## src/rtl/data_check.sv

```systemverilog
// data_check: receive-side checker for the incrementing TTC test byte stream
module data_check #(
    parameter int LEN     = 220,
    parameter int TIMEOUT = 1024
) (
    input  logic       clk,
    input  logic       rst,
    input  logic       en,
    input  logic [7:0] data,
    input  logic       clr,
    output logic       busy,
    output logic       done,
    output logic       pass,
    output logic       timeout,
    output logic       overrun,
    output logic [8:0] byte_cnt,
    output logic [7:0] err_cnt,
    output logic [7:0] first_err_idx,
    output logic [7:0] first_err_data
);
    localparam logic [1:0] IDLE = 2'd0;
    localparam logic [1:0] RUN  = 2'd1;
    localparam logic [1:0] DONE = 2'd2;

    logic [1:0]  state, state_n;
    logic [15:0] idle, idle_n;
    logic [8:0]  cnt_n;
    logic [7:0]  err_n, fidx_n, fdat_n;
    logic        to_n, ov_n, pass_n;

    // Next-state and result update; err_cnt==0 doubles as "no mismatch captured yet"
    always_comb begin
        state_n = state;
        idle_n  = idle;
        cnt_n   = byte_cnt;
        err_n   = err_cnt;
        fidx_n  = first_err_idx;
        fdat_n  = first_err_data;
        to_n    = timeout;
        ov_n    = overrun;
        if (clr) begin
            state_n = IDLE;
            idle_n  = '0;
            cnt_n   = '0;
            err_n   = '0;
            fidx_n  = '0;
            fdat_n  = '0;
            to_n    = 1'b0;
            ov_n    = 1'b0;
        end else if (state == DONE) begin
            ov_n = overrun | en;
        end else if (en) begin
            idle_n = '0;
            cnt_n  = byte_cnt + 9'd1;
            if (data != byte_cnt[7:0]) begin
                err_n  = (err_cnt == 8'hFF) ? 8'hFF : err_cnt + 8'd1;
                fidx_n = (err_cnt == 8'd0) ? byte_cnt[7:0] : first_err_idx;
                fdat_n = (err_cnt == 8'd0) ? data : first_err_data;
            end
            state_n = (cnt_n == 9'(LEN)) ? DONE : RUN;
        end else if (state == RUN) begin
            idle_n  = idle + 16'd1;
            to_n    = (idle_n == 16'(TIMEOUT));
            state_n = to_n ? DONE : RUN;
        end
        pass_n = (state_n == DONE) && (cnt_n == 9'(LEN)) && (err_n == 8'd0) && !to_n && !ov_n;
    end

    // State and result registers, cleared asynchronously by rst
    always_ff @(posedge clk or posedge rst) begin
        if (rst) begin
            state          <= IDLE;
            idle           <= '0;
            busy           <= 1'b0;
            done           <= 1'b0;
            pass           <= 1'b0;
            timeout        <= 1'b0;
            overrun        <= 1'b0;
            byte_cnt       <= '0;
            err_cnt        <= '0;
            first_err_idx  <= '0;
            first_err_data <= '0;
        end else begin
            state          <= state_n;
            idle           <= idle_n;
            busy           <= (state_n == RUN);
            done           <= (state_n == DONE);
            pass           <= pass_n;
            timeout        <= to_n;
            overrun        <= ov_n;
            byte_cnt       <= cnt_n;
            err_cnt        <= err_n;
            first_err_idx  <= fidx_n;
            first_err_data <= fdat_n;
        end
    end
endmodule

```

## config.mk

```make
export PLATFORM = sky130hd
export DESIGN_NAME = data_check
export DESIGN_NICKNAME = d
export VERILOG_FILES = /design/src/rtl/data_check.sv
export SDC_FILE = /design/constraint.sdc
export NUM_CORES = 1
export LEC_CHECK = 0
export CORE_MARGIN = 2
export CORE_UTILIZATION = 45
export DETAILED_ROUTE_END_ITERATION = 8
export PLACE_DENSITY = 0.68
export SYNTH_ARGS = -nofsm -noshare
export SYNTH_HDL_FRONTEND = slang
export SYNTH_SLANG_ARGS = --single-unit
```

## constraint.sdc

```tcl
create_clock -name clk -period 4.5 [get_ports clk]
set_input_delay 0.675 -clock clk [delete_from_list [all_inputs] [get_ports clk]]
set_output_delay 0.675 -clock clk [all_outputs]
set_load 0.01 [all_outputs]
```

Yosys cells after proc, flatten, opt, wreduce, memory -nomap -nowiden
Index checks and enable logic that the tools add are counted.
{"block": "classes", "eq_ne": 10, "bitwise": 1, "n_mux": 34, "n_reduce_logical": 14, "addsub": 3}
{"cell": "$mux 8", "n": 15}
{"cell": "$mux 16", "n": 4}
{"cell": "$mux 9", "n": 3}
{"cell": "$eq 9x8->1 const B", "n": 2}
{"cell": "$add 16x1->16 const B", "n": 1}
{"cell": "$eq 16x11->1 const B", "n": 1}
{"cell": "$logic_not 8->1", "n": 2}
{"cell": "$mux 2", "n": 6}
{"cell": "$add 9x1->9 const B", "n": 1}
{"cell": "$add 8x1->8 const B", "n": 1}
{"cell": "$eq 8x8->1 const B", "n": 1}
{"cell": "$ne 8x8->1", "n": 1}
{"cell": "$mux 1", "n": 6}
{"cell": "$reduce_bool 2->1", "n": 3}
{"cell": "$eq 2x1->1 const B", "n": 2}
{"cell": "$eq 2x2->1 const B", "n": 2}
{"cell": "$logic_and 1x1->1", "n": 4}
{"cell": "$reduce_and 4->1", "n": 1}
{"cell": "$reduce_bool 3->1", "n": 1}
{"cell": "$logic_not 1->1", "n": 2}
{"cell": "$ne 2x2->1 const B", "n": 1}
{"cell": "$reduce_and 2->1", "n": 1}
{"cell": "$or 1x1->1", "n": 1}
{"block": "word_totals", "register_bits": 56, "output_inout_bits": 38, "input_bits": 12}

Depth between registers and ports, before layout
{"block": "depth", "ltp_word": 12, "mapped_depth": 9, "depth_no_buf": 7}

Worst setup path after synthesis
No wires, ideal clock.
{"block": "synth_timing", "path_kind": "input to register", "startpoint": "input port en", "endpoint": "register pass", "path_slack_ns": 2.277, "required_ns": 4.404, "n_path_buf": 0, "arrival_time_ns": 2.128, "path_stages": 6, "path_cell_list": "inv_2 or4_4 a21o_1 o221a_1 a211o_1 nor4_2"}
{"block": "synth_between", "elab_cells_between_ends": 24, "cone_classes": "2 x eq/ne; 14 x mux; 1 x bitwise; 7 x reduce/logical"}
{"item": "start: declaration", "line": "8", "text": "input logic en,"}
{"item": "$mux 8", "line": "52", "text": "end else if (en) begin"}
{"item": "$mux 8", "line": "50", "text": "end else if (state == DONE) begin"}
{"item": "$mux 8", "line": "41", "text": "if (clr) begin"}
{"item": "net err_n[5]", "line": "28", "text": "logic [7:0] err_n, fidx_n, fdat_n;"}
{"item": "$logic_not 8->1", "line": "66", "text": "pass_n = (state_n == DONE) && (cnt_n == 9'(LEN)) && (err_n == 8'd0) && !to_n && !ov_n;"}
{"item": "$logic_and 1x1->1 (3 in series)", "line": "66"}
{"item": "net pass_n", "line": "29", "text": "logic to_n, ov_n, pass_n;"}
{"item": "end signal: assignment", "line": "88", "text": "pass <= pass_n;"}
{"item": "end: declaration", "line": "13", "text": "output logic pass,"}
The timed path passes the listed nets, and every way through them passes these cells.
A chain may end at the register's enable or synchronous reset.

Worst setup path after layout
Same ends and word-level chain as after synthesis.

==> results.json <==
{
  "synthSimpleGateAreaFrac": 0.245,
  "synthMostInstantiatedCell": "dfrtp_1",
  "synth_area_leaders": "dfrtp_1, mux2i_1, nor2_1",
  "synthTopCellsByCount": "dfrtp_1, nor2_1, nand2_1, o21ai_0",
  "routed_wl_mm": 8.13,
  "gp_congestion": 0.889,
  "cts_resized": 0,
  "required_ns": 4.73,
  "hold_path.class": "flop to flop",
  "max_freq_ghz": 0.351,
  "min_period_over_period": 0.633,
  "top_level_ports": 50,
  "leakagePower_uw": 0.00166,
  "diodes": 0,
  "detail_route.iter0.violations": 202,
  "drv_cap": 0,
  "fill_cells": 694,
  "final_area_um2": 3970,
  "arrival_ns": 3.07,
  "synthArstFlopShare": 1.00,
  "initial_core_util": 0.463,
  "power_frac_seq": 0.559,
  "vias_per_cell": 5.77,
  "grt_pass1_wl_mm": 13.8,
  "synth-xor-area-share": 0.0498,
  "endpoint_kind": "flop",
  "power.density_nw_per_um2": 238,
  "pre_cts_slack_ns": 1.32,
  "period_minus_slack_ns": 2.85,
  "drt_pre_antenna_iters": 4,
  "synth_adder_area_share": 0.0225,
  "track_usage": 0.208,
  "ys_ff_latch": 56,
  "combPwrFrac": 0.135,
  "peakVddDrop_uv": 141,
  "yosysSeqAreaShare": 0.420,
  "status": "finished, final reports clean",
  "path_clk_slew_ns": 0.11,
  "fin_skew_ns": 0.0108,
  "cts_root_buffer": "clkbuf_8",
  "synth.largest_area_cell": "dfrtp_1",
  "finalHoldViolCount": 0,
  "synth_top_area_frac": 0.420,
  "synth_edf_count": 0,
  "synth_flop_cell": "dfrtp_1",
  "vias": 2909,
  "port_buffers": 49,
  "area_delta_synth_final_pct": 18.9,
  "drc": 0,
  "final_util": 0.550,
  "p_clk_frac": 0.306,
  "h-tree-depth": 2,
  "switchingPower_uw": 264,
  "switching_share": 0.279,
  "syn_inst": 367,
  "path_class": "input port to flop",
  "post-cts-setup-buffers": 0,
  "placed_area_um2": 3880,
  "wl_per_cell_um": 16.1,
  "wl_met3_um": 425,
  "cts.sinks": 56,
  "fin_hold_ws_ns": 0.536,
  "syn_area_per_cell_um2": 9.10,
  "rsz0062_at_grt": "false",
  "tns_ns": 0,
  "highest_layer": "met4",
  "dieArea_um2": 8130,
  "yosys.cell_types.count": 57,
  "numCtsBuffers": 5,
  "nets": 422,
  "path_max_fanout": 14,
  "antenna_left": 0,
  "synth_fp_nets": 385,
  "drv_slew": 0,
  "yosysWarnings": 0,
  "grt_pass1_vias": 2787,
  "grt_max_degree": 41,
  "die_x_um": 90.1,
  "setup_viol": 0,
  "dp_hpwl_mm": 5.77,
  "synth_compound_area_frac": 0.166,
  "worst_slack_ns": 1.65,
  "clockBufferDepth": 2,
  "synth_mux_area_frac": 0.0573,
  "cts_tree": "built",
  "synth_top_family_by_area": "simple AND/OR/NAND/NOR gates",
  "met1Wirelength_mm": 3.85,
  "die_h_um": 90.1,
  "startpoint_type": "input port",
  "multi_input_area_um2": 1810,
  "fp-row-count": 31,
  "synthesis.area_um2": 3340,
  "p_int_uw": 682,
  "wl_met2_mm": 3.77,
  "worstSkewPairLatency_ns": 0.32,
  "tightestPinTransition_ns": 0.862,
  "max_slew_margin": 0.423,
  "cts_hold_buf": 0,
  "core_area_um2": 7210,
  "drive_gt1_frac": 0.0444,
  "seq_area_um2": 1400,
  "grt-ovfl-total": 0,
  "antenna_found_initial": 0
}
==> layer usage <==
layer / vias to the layer above / track usage
met5: - / 0
li1: 1410 / -
met1: 1412 / 0.290
met4: 0 / 0.0628
met2: 79 / 0.325
met3: 8 / 0.0444
==> cells by family (layout without fill, tap and decap cells) <==
kind of cell | count (synthesis) | after routing
compound gates | 85 | 85
mux | 19 | 19
flops | 56 | 56
xor+xnor | 19 | 19
simple gates | 151 | 151
fa+ha+maj | 6 | 6
buf+inv | 31 | 69
==> area by class of cell <==
type | instances | area share
Sequential cell | 56 | 0.353
Clock inverter | 3 | 0.00599
Tap cell | 99 | 0.0312
Timing Repair Buffer | 52 | 0.129
Inverter | 9 | 0.00851
Multi-Input combinational cell | 280 | 0.455
Clock buffer | 5 | 0.0173
==> power groups by stage <==
stage	Combinational [uW]	Sequential, uW	Clock (uW)
floorplan	76.8	538	0
global placement	128	539	0
detailed placement	129	539	0
CTS	129	529	297
global route	141	531	323
finish	127	529	290
==> final timing paths <==
check	to	slack, ns	cells past startpoint	startpoint
max	pass	1.65	7	en
min	first_err_data[7]	0.54	2	first_err_data[7]
max reg2reg	busy	1.84	7	idle[0]
min reg2reg	first_err_data[7]	0.54	2	first_err_data[7]
max in group asynchronous	err_cnt[2]	2.98	3	rst
min in group asynchronous	first_err_idx[1]	0.69	2	rst
==> layout by cell type, fill, tap and decap left out, drive strengths merged, types with 7 or more instances in the layout <==
cell,n
xor2,13
nand2,31
a21oi,18
dfrtp,56
inv,9
nand4,8
or3,7
and2,8
clkdlybuf4s50,49
and3,7
nand3,14
nor2,41
mux2i,18
o21ai,24
==> registers in the layout (all words and copies together), names as in the netlist <==
signal	cells
first_err_data	8
overrun	1
timeout	1
first_err_idx	8
idle	16
state	2
err_cnt	8
busy	1
byte_cnt	9
done	1
pass	1
==> through the flow <==
stage               instances  total power [uW]
floorplan                 367               615
global placement          496               666
detailed placement        496               667
CTS                       504               956
global route              504               995
finish                    504               946
==> worst max-delay path: stages <==
cell and delay, ns:
clkdlybuf4s50_1 0.75, inv_2 0.14, or4_4 0.57, a21o_1 0.19
o221a_1 0.27, a211o_1 0.28, nor4_2 0.20
Note: power is estimated with default switching activity, not from simulation.
